**config.mk**
```make
export PLATFORM = sky130hd
export DESIGN_NAME = instr_mem_hs
export DESIGN_NICKNAME = d
export VERILOG_FILES = /design/src/rtl/instr_mem_hs.sv
export SDC_FILE = /design/constraint.sdc
export NUM_CORES = 2
export LEC_CHECK = 0
export CORE_UTILIZATION = 36
export CTS_BUF_LIST = sky130_fd_sc_hd__clkbuf_8
export DETAILED_ROUTE_END_ITERATION = 10
export SETUP_SLACK_MARGIN = 0.15
export SYNTH_ARGS = -nofsm -noshare
export SYNTH_HDL_FRONTEND = slang
export SYNTH_SLANG_ARGS = --single-unit
```
**constraint.sdc**
```tcl
create_clock -name clk -period 5.8 [get_ports clk]
set_input_delay 1.74 -clock clk [delete_from_list [all_inputs] [get_ports clk]]
set_output_delay 1.74 -clock clk [all_outputs]
set_load 0.01 [all_outputs]
```
**src/rtl/instr_mem_hs.sv**
```systemverilog
`default_nettype none
// +----------------------------------------------------------------------------+
// | Module  : instr_mem_hs                                                     |
// | Brief   : Preloadable word-addressed instruction RAM with a valid/ready    |
// |           fetch handshake and a fixed read latency.                        |
// | Revision: 1.0 - initial release                                            |
// +----------------------------------------------------------------------------+
module instr_mem_hs #(
    parameter int              DATA_W    = 32,
    parameter int              ADDR_W    = 32,
    parameter int              DEPTH     = 64,
    parameter int              READ_LAT  = 2,
    parameter logic [DATA_W-1:0] NOP_INSTR = 'h38800000
) (
    input  logic              clk,
    input  logic              reset,
    input  logic              req_valid,
    output logic              req_ready,
    input  logic [ADDR_W-1:0] req_addr,
    output logic              resp_valid,
    input  logic              resp_ready,
    output logic [DATA_W-1:0] resp_instr,
    output logic              resp_fault,
    input  logic              ld_en,
    input  logic [ADDR_W-1:0] ld_addr,
    input  logic [DATA_W-1:0] ld_data,
    output logic              ld_err,
    output logic              busy
);

    localparam int                c_idx_w      = $clog2(DEPTH);
    localparam logic [ADDR_W-1:0] c_depth      = ADDR_W'(DEPTH);
    localparam int                c_cnt_w      = (READ_LAT > 2) ? $clog2(READ_LAT - 1) : 1;
    localparam int                c_cnt_init_i = (READ_LAT > 1) ? READ_LAT - 2 : 0;
    localparam logic [c_cnt_w-1:0] c_cnt_init  = c_cnt_w'(c_cnt_init_i);

    localparam logic [1:0] c_idle = 2'd0;
    localparam logic [1:0] c_wait = 2'd1;
    localparam logic [1:0] c_resp = 2'd2;

    logic [1:0]         r_state;
    logic [1:0]         w_next;
    logic [c_cnt_w-1:0] r_cnt;
    logic [c_idx_w-1:0] r_idx;
    logic               r_fault;
    logic [DATA_W-1:0]  r_instr;
    logic               r_resp_fault;
    logic               r_ld_err;
    logic [DATA_W-1:0]  r_mem [DEPTH];

    logic               w_idle;
    logic               w_accept;
    logic               w_req_fault;
    logic               w_ld_bad;
    logic               w_ld_write;
    logic               w_to_resp;
    logic [c_idx_w-1:0] w_req_idx;
    logic [c_idx_w-1:0] w_ld_idx;
    logic [c_idx_w-1:0] w_src_idx;
    logic               w_src_fault;

    // Full-width compare: upper address bits must not alias into the array.
    assign w_req_fault = (req_addr[1:0] != 2'b00) || ((req_addr >> 2) >= c_depth);
    assign w_ld_bad    = (ld_addr[1:0]  != 2'b00) || ((ld_addr  >> 2) >= c_depth);
    assign w_req_idx   = req_addr[c_idx_w+1:2];
    assign w_ld_idx    = ld_addr[c_idx_w+1:2];

    assign w_idle      = (r_state == c_idle);
    assign w_accept    = req_valid && req_ready;
    assign w_ld_write  = ld_en && w_idle && !reset && !w_ld_bad;
    assign w_to_resp   = (w_next == c_resp) && (r_state != c_resp);
    // With READ_LAT=1 the request goes straight to RESP, so take its fields live.
    assign w_src_idx   = w_idle ? w_req_idx   : r_idx;
    assign w_src_fault = w_idle ? w_req_fault : r_fault;

    always_ff @(posedge clk) begin
        if (reset) begin
            r_state <= c_idle;
        end else begin
            r_state <= w_next;
        end
    end

    always_comb begin
        w_next = r_state;
        case (r_state)
            c_idle: if (w_accept) w_next = (READ_LAT > 1) ? c_wait : c_resp;
            c_wait: if (r_cnt == '0) w_next = c_resp;
            c_resp: if (resp_ready) w_next = c_idle;
            default: w_next = c_idle;
        endcase
    end

    always_comb begin
        req_ready  = w_idle && !ld_en && !reset;
        resp_valid = (r_state == c_resp);
        busy       = !w_idle;
    end

    always_ff @(posedge clk) begin
        if (reset) begin
            r_cnt        <= '0;
            r_idx        <= '0;
            r_fault      <= 1'b0;
            r_instr      <= '0;
            r_resp_fault <= 1'b0;
            r_ld_err     <= 1'b0;
        end else begin
            r_ld_err <= ld_en && !(w_idle && !w_ld_bad);
            if (w_accept) begin
                r_idx   <= w_req_idx;
                r_fault <= w_req_fault;
                r_cnt   <= c_cnt_init;
            end else if ((r_state == c_wait) && (r_cnt != '0)) begin
                r_cnt <= r_cnt - c_cnt_w'(1);
            end
            if (w_to_resp) begin
                r_instr      <= w_src_fault ? NOP_INSTR : r_mem[w_src_idx];
                r_resp_fault <= w_src_fault;
            end
        end
    end

    always_ff @(posedge clk) begin
        if (w_ld_write) begin
            r_mem[w_ld_idx] <= ld_data;
        end
    end

    assign resp_instr = r_instr;
    assign resp_fault = r_resp_fault;
    assign ld_err     = r_ld_err;

endmodule
`default_nettype wire

```
==> flow_metrics.tcl <==
set metrics [dict create \
    outcome "finished clean" \
    required_ns 4.06 \
    synthesis.area_um2 80900 \
    power.density_nw_per_um2 326 \
    ctsResizeCount 0 \
    syn-num-nets 5632 \
    worst_r2r_path_depth 11 \
    total_leakage_power_uw 0.0309 \
    finalHoldViolCount 0 \
    crit_buf_inv 3 \
    cap_violations 0 \
    rsz0062_at_grt "false" \
    gp_congestion 0.838 \
    postPlaceCellArea_um2 87500 \
    yosysUniqueCellTypes 68 \
    die_w_um 476 \
    nets 6022 \
    worstPathArrival_ns 3.66 \
    fp.coreArea_um2 223000 \
    synth_area_leaders "edfxtp_1, nand2_1, nand3_1, mux4_2, nand4_1" \
    rows 173 \
    fin_skew_ns 0.0603 \
    final-seq-area_um2 62400 \
    fillers 20071 \
    synth-edff-count 2048 \
    dieArea_um2 227000 \
    routed_via_density 5.59 \
    critical_path.top_delay_family "buffers and inverters" \
    yosysWarnings 0 \
    synth_top_area_share 0.760 \
    initial_core_util 0.363 \
    holdBufCountCts 0 \
    fin_tns_setup_ns 0 \
    crit_type "register to primary output" \
    post-cts-setup-buffers 0 \
    hp-class "register to register" \
    die_h_um 476 \
    slowest_delay_ns 0.64 \
    grt_pass1_wl_um 351000 \
    stdcell_count 9147 \
    antenna_found_initial 11 \
    numPortBuffers 137 \
    grt_pass1_vias 49526 \
    min-delay-start "resp_fault" \
    areaGrowthSynthToFinish_pct 15.8 \
    clk_path_buf_depth 4 \
    grt.total_usage 0.214 \
    synth_ff_type "edfxtp_1" \
    firstDrtPassIters 6 \
    placed_cells_incl_taps 8544 \
    ant_nets 0 \
    syn_inst 5531 \
    clock-root-buffer "clkbuf_8" \
    htree_levels 5 \
    final_cell_area_um2 93700 \
    tightestPinTransition_ns 1.32 \
    clk_pin_slew_ns 0.06 \
    async_flop_share 0 \
    synth-seq-cells 2092 \
    path_max_fanout 21 \
    slew_headroom 0.114 \
    synth_top_cell_by_area "edfxtp_1" \
    ys_seq_area_frac 0.771 \
    fin_crit_ns 5.40 \
    fmaxAchievable_mhz 185 \
    startpoint "r_state[0]" \
    cp-start-kind "register" \
    multiInputGateArea_um2 17500 \
    path_cells "buf_4 > nor2_2 > inv_1 > nor3_1 > clkdlybuf4s50_1" \
    drt_iter0_markers 7116 \
    reg2reg_from "r_state[0]" \
    clk_latency_ns 1.08 \
    finalCritPeriodShare 0.931 \
    vdd_drop_max_mv 0.264 \
    cts.sinks 2092 \
    vias 51149 \
    grt.overflow.total 0 \
    routedWlPerCell_um 27.0 \
    cts_buffers 350 \
    cp_slowest_cell "clkdlybuf4s50_1" \
    whs_ns 0.460 \
    whs_path_depth 2 \
    grt_max_degree 117 \
    endpoint_kind "primary output" \
    setup_viol 0 \
    syn_area_per_cell_um2 14.6 \
    cts_tree "done" \
    drive_above_1_share 0.139 \
    dp_hpwl_um 136000 \
    drt_wl_total_um 247000 \
    critical_path_depth 5 \
    ios 138 \
    p_total_uw 30500 \
    remaining_drc_errors 0 \
    timing.final.max_slew_violations 0 \
]
==> tightest hold or removal path: stages, from the launching register on <==
cell and delay (ns):
dfxtp_1 0.31, nand2_1 0.05, a21oi_1 0.05
==> layout make-up <==
cell class              count  area share
flip-flops and latches   2092       0.666
multi-input cells        3099       0.187
clock buffers             370      0.0544
repair buffers            373      0.0415
well taps                2975      0.0397
clock inverters           225      0.0107
diodes                      8    0.000214
inverters                   5    0.000200
==> registers in the layout, summed over array words and instances, names as in the netlist <==
name	cells
resp_instr	32
r_state	2
r_mem	2048
resp_fault	1
r_fault	1
r_idx	6
r_cnt	1
ld_err	1
==> path summary, 6_finish.rpt <==
check,to,slack (ns)
setup / recovery,req_ready,0.40
hold / removal,resp_fault,0.46
setup reg to reg,resp_instr[25],0.94
hold reg to reg,resp_fault,0.46
==> cells in the mapped netlist, drive strengths merged (16+ instances only) <==
master,count
and3,19
a211oi,19
nand3,498
nor2,109
a21oi,126
a221oi,38
buf,222
a32oi,42
nand2,1494
o21ai,26
a22oi,43
edfxtp,2048
nor3,18
nor4,16
mux4,87
clkbuf,113
a31oi,165
dfxtp,44
mux2i,93
nand4,185
==> layer usage <==
layer	global-route usage	part of all wire	up-vias
li1	-	-	21802
met1	0.302	0.41	26060
met2	0.335	0.46	2856
met3	0.0406	0.094	427
met4	0.0689	0.030	4
met5	0	0.00022	-
==> cells by family after synthesis <==
group                  count (synthesis)  share of synthesized area
AO/OA/AOI/OAI                        537                     0.0451
buffers and inverters                340                     0.0197
flip-flops                          2092                      0.771
multiplexers                         181                     0.0359
AND/OR/NAND/NOR                     2381                      0.128
==> layout by cell type (no fill, tap or decap), types with 19 or more instances in the layout <==
master           netlist  layout
edfxtp_1            2048    2048
nand2_1             1490    1489
nand3_1              498     498
clkbuf_8               0     370
nand4_1              185     185
buf_4                 23     164
a31oi_1              165     162
a21oi_1              126     126
inv_1                  5     125
clkdlybuf4s50_1        0     105
mux2i_1               93      93
mux4_2                87      87
clkinv_1               0      74
nor2_4                 2      73
buf_12                 0      72
dfxtp_1               44      44
a32oi_1               42      42
a22oi_1               43      42
a221oi_1              38      38
nor2_1               103      35
buf_2                150      32
o21ai_0               22      22
clkinv_2               0      21
and3_1                19      19
a211oi_1              19      19
==> report_power, final <==
group          leakage, uW  internal, uW  switching, uW  total [uW]
logic              0.00857           628           1540        2160
clock network      0.00356          6010           5730       11700
registers           0.0188         16600           29.5       16600
==> per-stage QoR <==
| step | worst slack, ns | utilization |
|---|---|---|
| 2_1_floorplan | 1.05 | - |
| 3_3_place_gp | 0.232 | 0.393 |
| 3_5_place_dp | 0.177 | 0.393 |
| 4_1_cts | 0.294 | 0.420 |
| 5_1_grt | 0.181 | 0.420 |
| 6_report | 0.397 | 0.420 |
Note: power is estimated with default switching activity, not from simulation.
